[src/rtl/e203_ifu_ift2icb_mo_pkg.sv]
// Shared defaults and helpers for the multi-outstanding IFU fetch-to-ICB bridge.
// Width defaults track the core-wide defines when they are already present.
`ifndef E203_PC_SIZE
`define E203_PC_SIZE 32
`endif
`ifndef E203_ADDR_SIZE
`define E203_ADDR_SIZE 32
`endif
`ifndef E203_SYSMEM_DATA_WIDTH
`define E203_SYSMEM_DATA_WIDTH 32
`endif

package e203_ifu_ift2icb_mo_pkg;

    localparam int unsigned PC_SIZE_DFLT   = `E203_PC_SIZE;
    localparam int unsigned ADDR_SIZE_DFLT = `E203_ADDR_SIZE;
    localparam int unsigned DW_DFLT        = `E203_SYSMEM_DATA_WIDTH;

    // Whether a bus response belongs to a live fetch or to one killed by a flush.
    typedef enum logic {
        RSP_LIVE = 1'b0,
        RSP_KILL = 1'b1
    } rsp_mode_e;

    // Ring pointer advance for a depth that need not be a power of two.
    function automatic int unsigned ptr_wrap_inc(input int unsigned ptr, input int unsigned depth);
        return (ptr == depth - 1) ? 0 : ptr + 1;
    endfunction

endpackage

[src/rtl/e203_ifu_rsp_clrbuf.sv]
// One-entry bypass buffer with synchronous clear; passes data straight through while empty
// and holds one beat when the consumer stalls.

module e203_ifu_rsp_clrbuf #(
    parameter int DW = 65
) (
    input  logic          clk,
    input  logic          rst_n,
    input  logic          i_clr,
    input  logic          i_in_vld,
    output logic          o_in_rdy,
    input  logic [DW-1:0] i_in_dat,
    output logic          o_out_vld,
    input  logic          i_out_rdy,
    output logic [DW-1:0] o_out_dat
);

    logic          r_buf_vld;
    logic [DW-1:0] r_buf_dat;
    logic          w_store;
    logic          w_pop;
    logic          w_vld_ld;

    // A clear frees the slot in the same cycle, so the upstream may handshake into the discard.
    assign o_in_rdy  = ~(r_buf_vld & ~i_clr);
    assign o_out_vld = ~i_clr & (r_buf_vld | i_in_vld);
    assign o_out_dat = r_buf_vld ? r_buf_dat : (i_in_vld ? i_in_dat : '0);

    assign w_store  = i_in_vld & ~r_buf_vld & ~i_out_rdy & ~i_clr;
    assign w_pop    = r_buf_vld & i_out_rdy;
    assign w_vld_ld = i_clr | w_store | w_pop;

    sirv_gnrl_dfflr #(.DW(1)) u_buf_vld (
        .lden  (w_vld_ld),
        .dnxt  (w_store),
        .qout  (r_buf_vld),
        .clk   (clk),
        .rst_n (rst_n)
    );

    sirv_gnrl_dffl #(.DW(DW)) u_buf_dat (
        .lden (w_store),
        .dnxt (i_in_dat),
        .qout (r_buf_dat),
        .clk  (clk)
    );

endmodule

[src/rtl/sirv_gnrl_dffs.sv]
// General-purpose flop primitives: load-enabled with async reset, and load-enabled without reset.

module sirv_gnrl_dfflr #(
    parameter int DW = 32
) (
    input  logic          lden,
    input  logic [DW-1:0] dnxt,
    output logic [DW-1:0] qout,
    input  logic          clk,
    input  logic          rst_n
);

    logic [DW-1:0] r_q;

    // NOTE: sequential state uses non-blocking assignment so every flop samples pre-edge values.
    always_ff @(posedge clk or negedge rst_n) begin
        if (!rst_n) begin
            r_q <= '0;
        end else if (lden) begin
            r_q <= dnxt;
        end
    end

    assign qout = r_q;

endmodule

module sirv_gnrl_dffl #(
    parameter int DW = 32
) (
    input  logic          lden,
    input  logic [DW-1:0] dnxt,
    output logic [DW-1:0] qout,
    input  logic          clk
);

    logic [DW-1:0] r_q;

    // NOTE: storage with a separate valid qualifier needs no reset; content is never read while invalid.
    always_ff @(posedge clk) begin
        if (lden) begin
            r_q <= dnxt;
        end
    end

    assign qout = r_q;

endmodule

[src/rtl/e203_ifu_ift2icb_mo.sv]
// Multi-outstanding IFU fetch-to-ICB bridge: up to OUTS commands in flight, in-order responses
// tagged with their PC, and flush-time discard of every response still owed.

module e203_ifu_ift2icb_mo
    import e203_ifu_ift2icb_mo_pkg::*;
#(
    parameter int PC_SIZE   = PC_SIZE_DFLT,
    parameter int ADDR_SIZE = ADDR_SIZE_DFLT,
    parameter int DW        = DW_DFLT,
    parameter int INSTR_W   = 32,
    parameter int OUTS      = 2
) (
    input  logic                 clk,
    input  logic                 rst_n,
    input  logic                 ifu_flush,
    input  logic                 ifu_req_valid,
    output logic                 ifu_req_ready,
    input  logic [PC_SIZE-1:0]   ifu_req_pc,
    output logic                 ifu_rsp_valid,
    input  logic                 ifu_rsp_ready,
    output logic                 ifu_rsp_err,
    output logic [INSTR_W-1:0]   ifu_rsp_instr,
    output logic [PC_SIZE-1:0]   ifu_rsp_pc,
    output logic                 ifu2biu_icb_cmd_valid,
    input  logic                 ifu2biu_icb_cmd_ready,
    output logic [ADDR_SIZE-1:0] ifu2biu_icb_cmd_addr,
    input  logic                 ifu2biu_icb_rsp_valid,
    output logic                 ifu2biu_icb_rsp_ready,
    input  logic                 ifu2biu_icb_rsp_err,
    input  logic [DW-1:0]        ifu2biu_icb_rsp_rdata
);

    localparam int CNT_W = $clog2(OUTS + 1);
    localparam int PTR_W = (OUTS > 1) ? $clog2(OUTS) : 1;
    localparam int BUF_W = 1 + PC_SIZE + INSTR_W;

    logic [CNT_W-1:0]   r_out_cnt;
    logic [CNT_W-1:0]   r_kill_cnt;
    logic [CNT_W-1:0]   w_out_cnt_nxt;
    logic [CNT_W-1:0]   w_kill_cnt_nxt;
    logic [PTR_W-1:0]   r_wptr;
    logic [PTR_W-1:0]   r_rptr;
    logic [PTR_W-1:0]   w_wptr_nxt;
    logic [PTR_W-1:0]   w_rptr_nxt;
    logic [PC_SIZE-1:0] r_pc_fifo [OUTS];
    logic [PC_SIZE-1:0] w_head_pc;

    logic               w_can_issue;
    logic               w_cmd_hsk;
    logic               w_rsp_hsk;
    logic               w_out_inc;
    logic               w_out_dec;
    logic               w_out_ld;
    logic               w_kill_ld;
    rsp_mode_e          w_mode;

    logic               w_buf_in_vld;
    logic               w_buf_in_rdy;
    logic [BUF_W-1:0]   w_buf_in_dat;
    logic [BUF_W-1:0]   w_buf_out_dat;

    // The outstanding limit is a registered compare, so a same-cycle response cannot reopen issue.
    assign w_can_issue           = (r_out_cnt < CNT_W'(OUTS)) & ~ifu_flush;
    assign ifu2biu_icb_cmd_valid = ifu_req_valid & w_can_issue;
    assign ifu_req_ready         = ifu2biu_icb_cmd_ready & w_can_issue;
    assign ifu2biu_icb_cmd_addr  = ifu_req_pc[ADDR_SIZE-1:0];
    assign w_cmd_hsk             = ifu2biu_icb_cmd_valid & ifu2biu_icb_cmd_ready;

    assign w_mode                = (r_kill_cnt != '0) ? RSP_KILL : RSP_LIVE;
    assign ifu2biu_icb_rsp_ready = (w_mode == RSP_KILL) | w_buf_in_rdy;
    assign w_rsp_hsk             = ifu2biu_icb_rsp_valid & ifu2biu_icb_rsp_ready;

    // PC FIFO: written on command handshake, popped on every bus response, killed or live.
    for (genvar g = 0; g < OUTS; g++) begin : g_pc_fifo
        sirv_gnrl_dffl #(.DW(PC_SIZE)) u_pc (
            .lden (w_cmd_hsk & (r_wptr == PTR_W'(g))),
            .dnxt (ifu_req_pc),
            .qout (r_pc_fifo[g]),
            .clk  (clk)
        );
    end

    assign w_head_pc  = r_pc_fifo[r_rptr];
    assign w_wptr_nxt = PTR_W'(ptr_wrap_inc(32'(r_wptr), OUTS));
    assign w_rptr_nxt = PTR_W'(ptr_wrap_inc(32'(r_rptr), OUTS));

    sirv_gnrl_dfflr #(.DW(PTR_W)) u_wptr (
        .lden  (w_cmd_hsk),
        .dnxt  (w_wptr_nxt),
        .qout  (r_wptr),
        .clk   (clk),
        .rst_n (rst_n)
    );

    sirv_gnrl_dfflr #(.DW(PTR_W)) u_rptr (
        .lden  (w_rsp_hsk),
        .dnxt  (w_rptr_nxt),
        .qout  (r_rptr),
        .clk   (clk),
        .rst_n (rst_n)
    );

    assign w_out_inc     = w_cmd_hsk & ~w_rsp_hsk;
    assign w_out_dec     = w_rsp_hsk & ~w_cmd_hsk;
    assign w_out_ld      = w_out_inc | w_out_dec;
    assign w_out_cnt_nxt = w_out_inc ? (r_out_cnt + CNT_W'(1)) : (r_out_cnt - CNT_W'(1));

    sirv_gnrl_dfflr #(.DW(CNT_W)) u_out_cnt (
        .lden  (w_out_ld),
        .dnxt  (w_out_cnt_nxt),
        .qout  (r_out_cnt),
        .clk   (clk),
        .rst_n (rst_n)
    );

    // A flush owes a discard for everything in flight except a response leaving this very cycle.
    always_comb begin
        // NOTE: combinational blocks use blocking assignment with every output defaulted first, so no latch is inferred.
        w_kill_ld      = 1'b0;
        w_kill_cnt_nxt = r_kill_cnt;
        if (ifu_flush) begin
            w_kill_ld      = 1'b1;
            w_kill_cnt_nxt = (w_rsp_hsk && (r_out_cnt != '0)) ? (r_out_cnt - CNT_W'(1)) : r_out_cnt;
        end else if (w_rsp_hsk && (w_mode == RSP_KILL)) begin
            w_kill_ld      = 1'b1;
            w_kill_cnt_nxt = r_kill_cnt - CNT_W'(1);
        end
    end

    sirv_gnrl_dfflr #(.DW(CNT_W)) u_kill_cnt (
        .lden  (w_kill_ld),
        .dnxt  (w_kill_cnt_nxt),
        .qout  (r_kill_cnt),
        .clk   (clk),
        .rst_n (rst_n)
    );

    assign w_buf_in_vld = ifu2biu_icb_rsp_valid & (w_mode == RSP_LIVE);
    assign w_buf_in_dat = {ifu2biu_icb_rsp_err, w_head_pc, ifu2biu_icb_rsp_rdata[INSTR_W-1:0]};

    e203_ifu_rsp_clrbuf #(.DW(BUF_W)) u_rsp_buf (
        .clk       (clk),
        .rst_n     (rst_n),
        .i_clr     (ifu_flush),
        .i_in_vld  (w_buf_in_vld),
        .o_in_rdy  (w_buf_in_rdy),
        .i_in_dat  (w_buf_in_dat),
        .o_out_vld (ifu_rsp_valid),
        .i_out_rdy (ifu_rsp_ready),
        .o_out_dat (w_buf_out_dat)
    );

    assign {ifu_rsp_err, ifu_rsp_pc, ifu_rsp_instr} = w_buf_out_dat;

endmodule

[config.mk]
export PLATFORM = sky130hd
export DESIGN_NAME = e203_ifu_ift2icb_mo
export DESIGN_NICKNAME = d
export VERILOG_FILES = /design/src/rtl/e203_ifu_ift2icb_mo_pkg.sv /design/src/rtl/e203_ifu_rsp_clrbuf.sv /design/src/rtl/sirv_gnrl_dffs.sv /design/src/rtl/e203_ifu_ift2icb_mo.sv
export SDC_FILE = /design/constraint.sdc
export NUM_CORES = 1
export LEC_CHECK = 0
export BUFFER_PORTS_ARGS = -buffer_cell sky130_fd_sc_hd__buf_2
export CORE_MARGIN = 5
export CORE_UTILIZATION = 45
export CTS_BUF_LIST = sky130_fd_sc_hd__clkbuf_8
export DETAILED_ROUTE_END_ITERATION = 16
export GPL_TIMING_DRIVEN = 0
export PLACE_DENSITY = 0.69
export SLEW_MARGIN = 25
export SYNTH_ARGS = -nofsm -noshare
export SYNTH_HDL_FRONTEND = slang
export SYNTH_SLANG_ARGS = --single-unit
[constraint.sdc]
create_clock -name clk -period 11.2 [get_ports clk]
set_clock_uncertainty 0.2 [all_clocks]
set_input_delay 1.68 -clock clk [delete_from_list [all_inputs] [get_ports clk]]
set_output_delay 1.68 -clock clk [all_outputs]
set_load 0.01 [all_outputs]
==> impl_metrics.csv <==
group,metric,value,unit
layout,antennaDiodeCount,0,
clocking,cts_tree,"built",
hold_path,hp-start,"u_out_cnt.qout[0]$_DFFE_PN0P_",
setup_path,crit_fanout,10,
power_and_ir_drop,p_leak,0.00318,µW
setup_path,slowest_delay,0.21,ns
power_and_ir_drop,power.density,200,nW/µm²
setup_path,r2r-start,"u_rsp_buf.u_buf_vld.qout$_DFFE_PN0P_",
sta,fin_crit_sh,0.410,
routing,wl,11.3,mm
routing,final_antenna_net_count,0,
placement,pre_cts_slack,6.59,ns
routing,dr.first_iter.drc_count,166,
placement,hpwl,8.51,mm
sta,setup_slack,6.61,ns
synth,synthesis.nets,398,
global_route,grt.total_usage,0.151,
synth,netlist.top_cell.by_area,"edfxtp_1",
setup_path,cp_common_cell,"buf_2",
synth,synth.distinct_cells,31,
layout,nNetsFinal,601,
clocking,cts_sinks,136,
clocking,clkTransAtPathRegs,0.08,ns
synth,yosys-top-cells-area,"edfxtp_1 (67%), a22o_1 (9.9%), mux2_4 (7.6%)",
synth,syn_avg_cell_area,17.8,µm²
synth,yosys_warnings,0,
clocking,cts_made_buffers,17,
sta,setup_tns,0,ns
layout,syn2layout_area_growth,28.5,%
routing,vias,3450,
floorplanning,row_count,41,
setup_path,endpoint_kind,"primary output",
hold_path,hold_depth,1,
clocking,cts.path.max_buffers,2,
synth,synth_top_area_share,0.672,
layout,drive_above_1_share,0.547,
clocking,cts_resized,0,
setup_path,crit_slowest_cell,"buf_4",
placement,io_buffer_count,171,
routing,drc,0,
layout,mostFrequentLayoutCell,"buf_2",
sta,worst_slew_pin_slew,0.725,ns
setup_path,crit_required,9.32,ns
power_and_ir_drop,ir_drop,99.7,µV
sta,rsz0062_at_grt,"false",
clocking,cts_setup_buffers,0,
synth,ys_ff_latch,136,
setup_path,arrival,2.71,ns
floorplanning,die_y,123,µm
floorplanning,die-area,15200,µm²
global_route,grt_pass1_wl,17.1,mm
clocking,cts-root-buf,"clkbuf_8",
routing,via_per_inst,4.85,
setup_path,cp_cell_sequence,"buf_2, nand2_1, nor2_2, buf_4, buf_6, a22o_1, buf_2",
sta,finalHoldViolCount,0,
setup_path,rrSetupSlack,8.34,ns
floorplanning,die_w,123,µm
job,drv_cap,0,
synth,syn_inst,323,
routing,route.detailed.wl_per_inst,15.9,µm
hold_path,whs_endpoint,"u_out_cnt.qout[0]$_DFFE_PN0P_",
clocking,htree_levels,4,
floorplanning,initial_utilization,0.458,
global_route,overflow,0,
sta,slew_viol_final,0,
sta,max_freq,0.218,GHz
placement,gp_congestion,0.690,
global_route,grt_max_degree,20,
clocking,cts_hold_buf,0,
hold_path,min-delay-path-class,"reg2reg",
sta,relSlewSlack,0.512,
floorplanning,io-pin-count,173,
sta,setup_viol,0,
floorplanning,coreArea,12600,µm²
synth,synth_area,5760,µm²
clocking,clkLatencyLatePin,0.44,ns
routing,drtPass1Iterations,4,
setup_path,cp-start-kind,"primary input",
setup_path,path_class,"in2out",
setup_path,r2r_cells,7,
global_route,antenna_found_initial,0,
synth,synth_seq_area_share,0.703,
sta,period_needed,4.59,ns
layout,mostFrequentLayoutCells,"buf_2 (182), edfxtp_1 (129), a22o_1 (65)",
setup_path,crit-reg2reg-capture,"u_rsp_buf.u_buf_dat.qout[35]$_DFFE_PP_",
outcome,status,"finished clean",
global_route,grt_pass1_vias,3501,
[where the power goes]
part	switching (µW)	internal (µW)	total, µW
combinational	207	222	429
sequential	14.5	608	623
clock	188	243	431
[Yosys cell counts]
master    count
and3_1        1
mux2_2        1
xor2_1        2
and2_1        3
nor4_1        1
inv_1         4
nor2_1        3
buf_6         6
nand3b_1      2
nand2_1       3
nand2b_1      2
dfrtp_1       7
nor4b_1       1
buf_4        34
mux2_4       29
nor2b_1       1
ha_1          3
buf_12        3
a22o_1       65
nor3_1        1
mux2_1        3
mux2i_1       2
buf_2         3
edfxtp_1    129
a21oi_1       1
o21ai_0       1
xnor2_1       2
nor2_2        1
a31oi_1       1
clkbuf_1      6
nand3_1       2
[final cells by class]
| cell class | count | area (µm²) |
|---|---|---|
| fillers | 980 | 5170 |
| inverters | 4 | 15.0 |
| flip-flops and latches | 136 | 4050 |
| plain buffers | 52 | 420 |
| clock buffers | 17 | 234 |
| multi-input cells | 131 | 1290 |
| clock inverters | 15 | 201 |
| repair buffers | 184 | 973 |
| well taps | 172 | 215 |
[worst max path at each step]
stage / slack [ns] / start / end / cells after the start
2_1_floorplan: 2.27 / ifu_flush / u_rsp_buf.u_buf_dat.qout[0]$_DFFE_PP_ / 2
4_1_cts: 6.59 / ifu2biu_icb_rsp_valid / ifu_rsp_pc[13] / 7
5_1_grt: 6.52 / ifu2biu_icb_rsp_valid / ifu_rsp_pc[13] / 7
3_5_place_dp: 6.59 / ifu2biu_icb_rsp_valid / ifu_rsp_pc[13] / 7
6_report: 6.61 / ifu2biu_icb_rsp_valid / ifu_rsp_pc[13] / 7
3_3_place_gp: -0.55 / ifu_flush / u_rsp_buf.u_buf_dat.qout[42]$_DFFE_PP_ / 2
[state kept, by name (all words and copies together), names as in the netlist]
signal and flops:
u_wptr.qout 1, u_rsp_buf.u_buf_vld.qout 1, u_out_cnt.qout 2, u_rptr.qout 1, u_kill_cnt.qout 2, g_pc_fifo.u_pc.qout 64, u_rsp_buf.u_buf_dat.qout 65
[critical path: cells and delay by family]
kind / cells / cell delay, ns
AO/OA/AOI/OAI: 1 / 0.16
AND/OR/NAND/NOR: 2 / 0.20
buffers and inverters: 4 / 0.66
[per-layer routing]
| metal | routed length (µm) | global-route usage | share of wire | vias to the layer above |
|---|---|---|---|---|
| li1 | - | - | - | 1657 |
| met1 | 4730 | 0.180 | 0.42 | 1631 |
| met2 | 5470 | 0.252 | 0.48 | 147 |
| met3 | 963 | 0.0522 | 0.085 | 15 |
| met4 | 141 | 0.0581 | 0.012 | 0 |
| met5 | 0 | 0 | 0 | - |
[per-stage QoR]
| step | total power [µW] | utilization | instance area [µm²] | hold slack [ns] | instances |
|---|---|---|---|---|---|
| after floorplan | 937 | - | 5760 | 0.255 | 323 |
| after global placement | 1060 | 0.544 | 6830 | 0.269 | 666 |
| after detailed placement | 1070 | 0.554 | 6960 | 0.312 | 679 |
| after CTS | 1510 | 0.589 | 7400 | 0.328 | 711 |
| after global routing | 1560 | 0.589 | 7400 | 0.353 | 711 |
| final | 1480 | 0.589 | 7400 | 0.324 | 711 |
[cells by family (layout without fill, tap and decap cells)]
kind of cell / count (synthesis) / in the layout / synth area share
flip-flops: 136 / 136 / 0.703
XOR/XNOR: 4 / 4 / 0.00608
adder cells (fa/ha/maj): 3 / 3 / 0.00652
AND/OR/NAND/NOR: 21 / 21 / 0.0204
multiplexers: 35 / 35 / 0.0869
buffers and inverters: 56 / 272 / 0.0756
AO/OA/AOI/OAI: 68 / 68 / 0.102
Note: power is estimated with default switching activity, not from simulation.
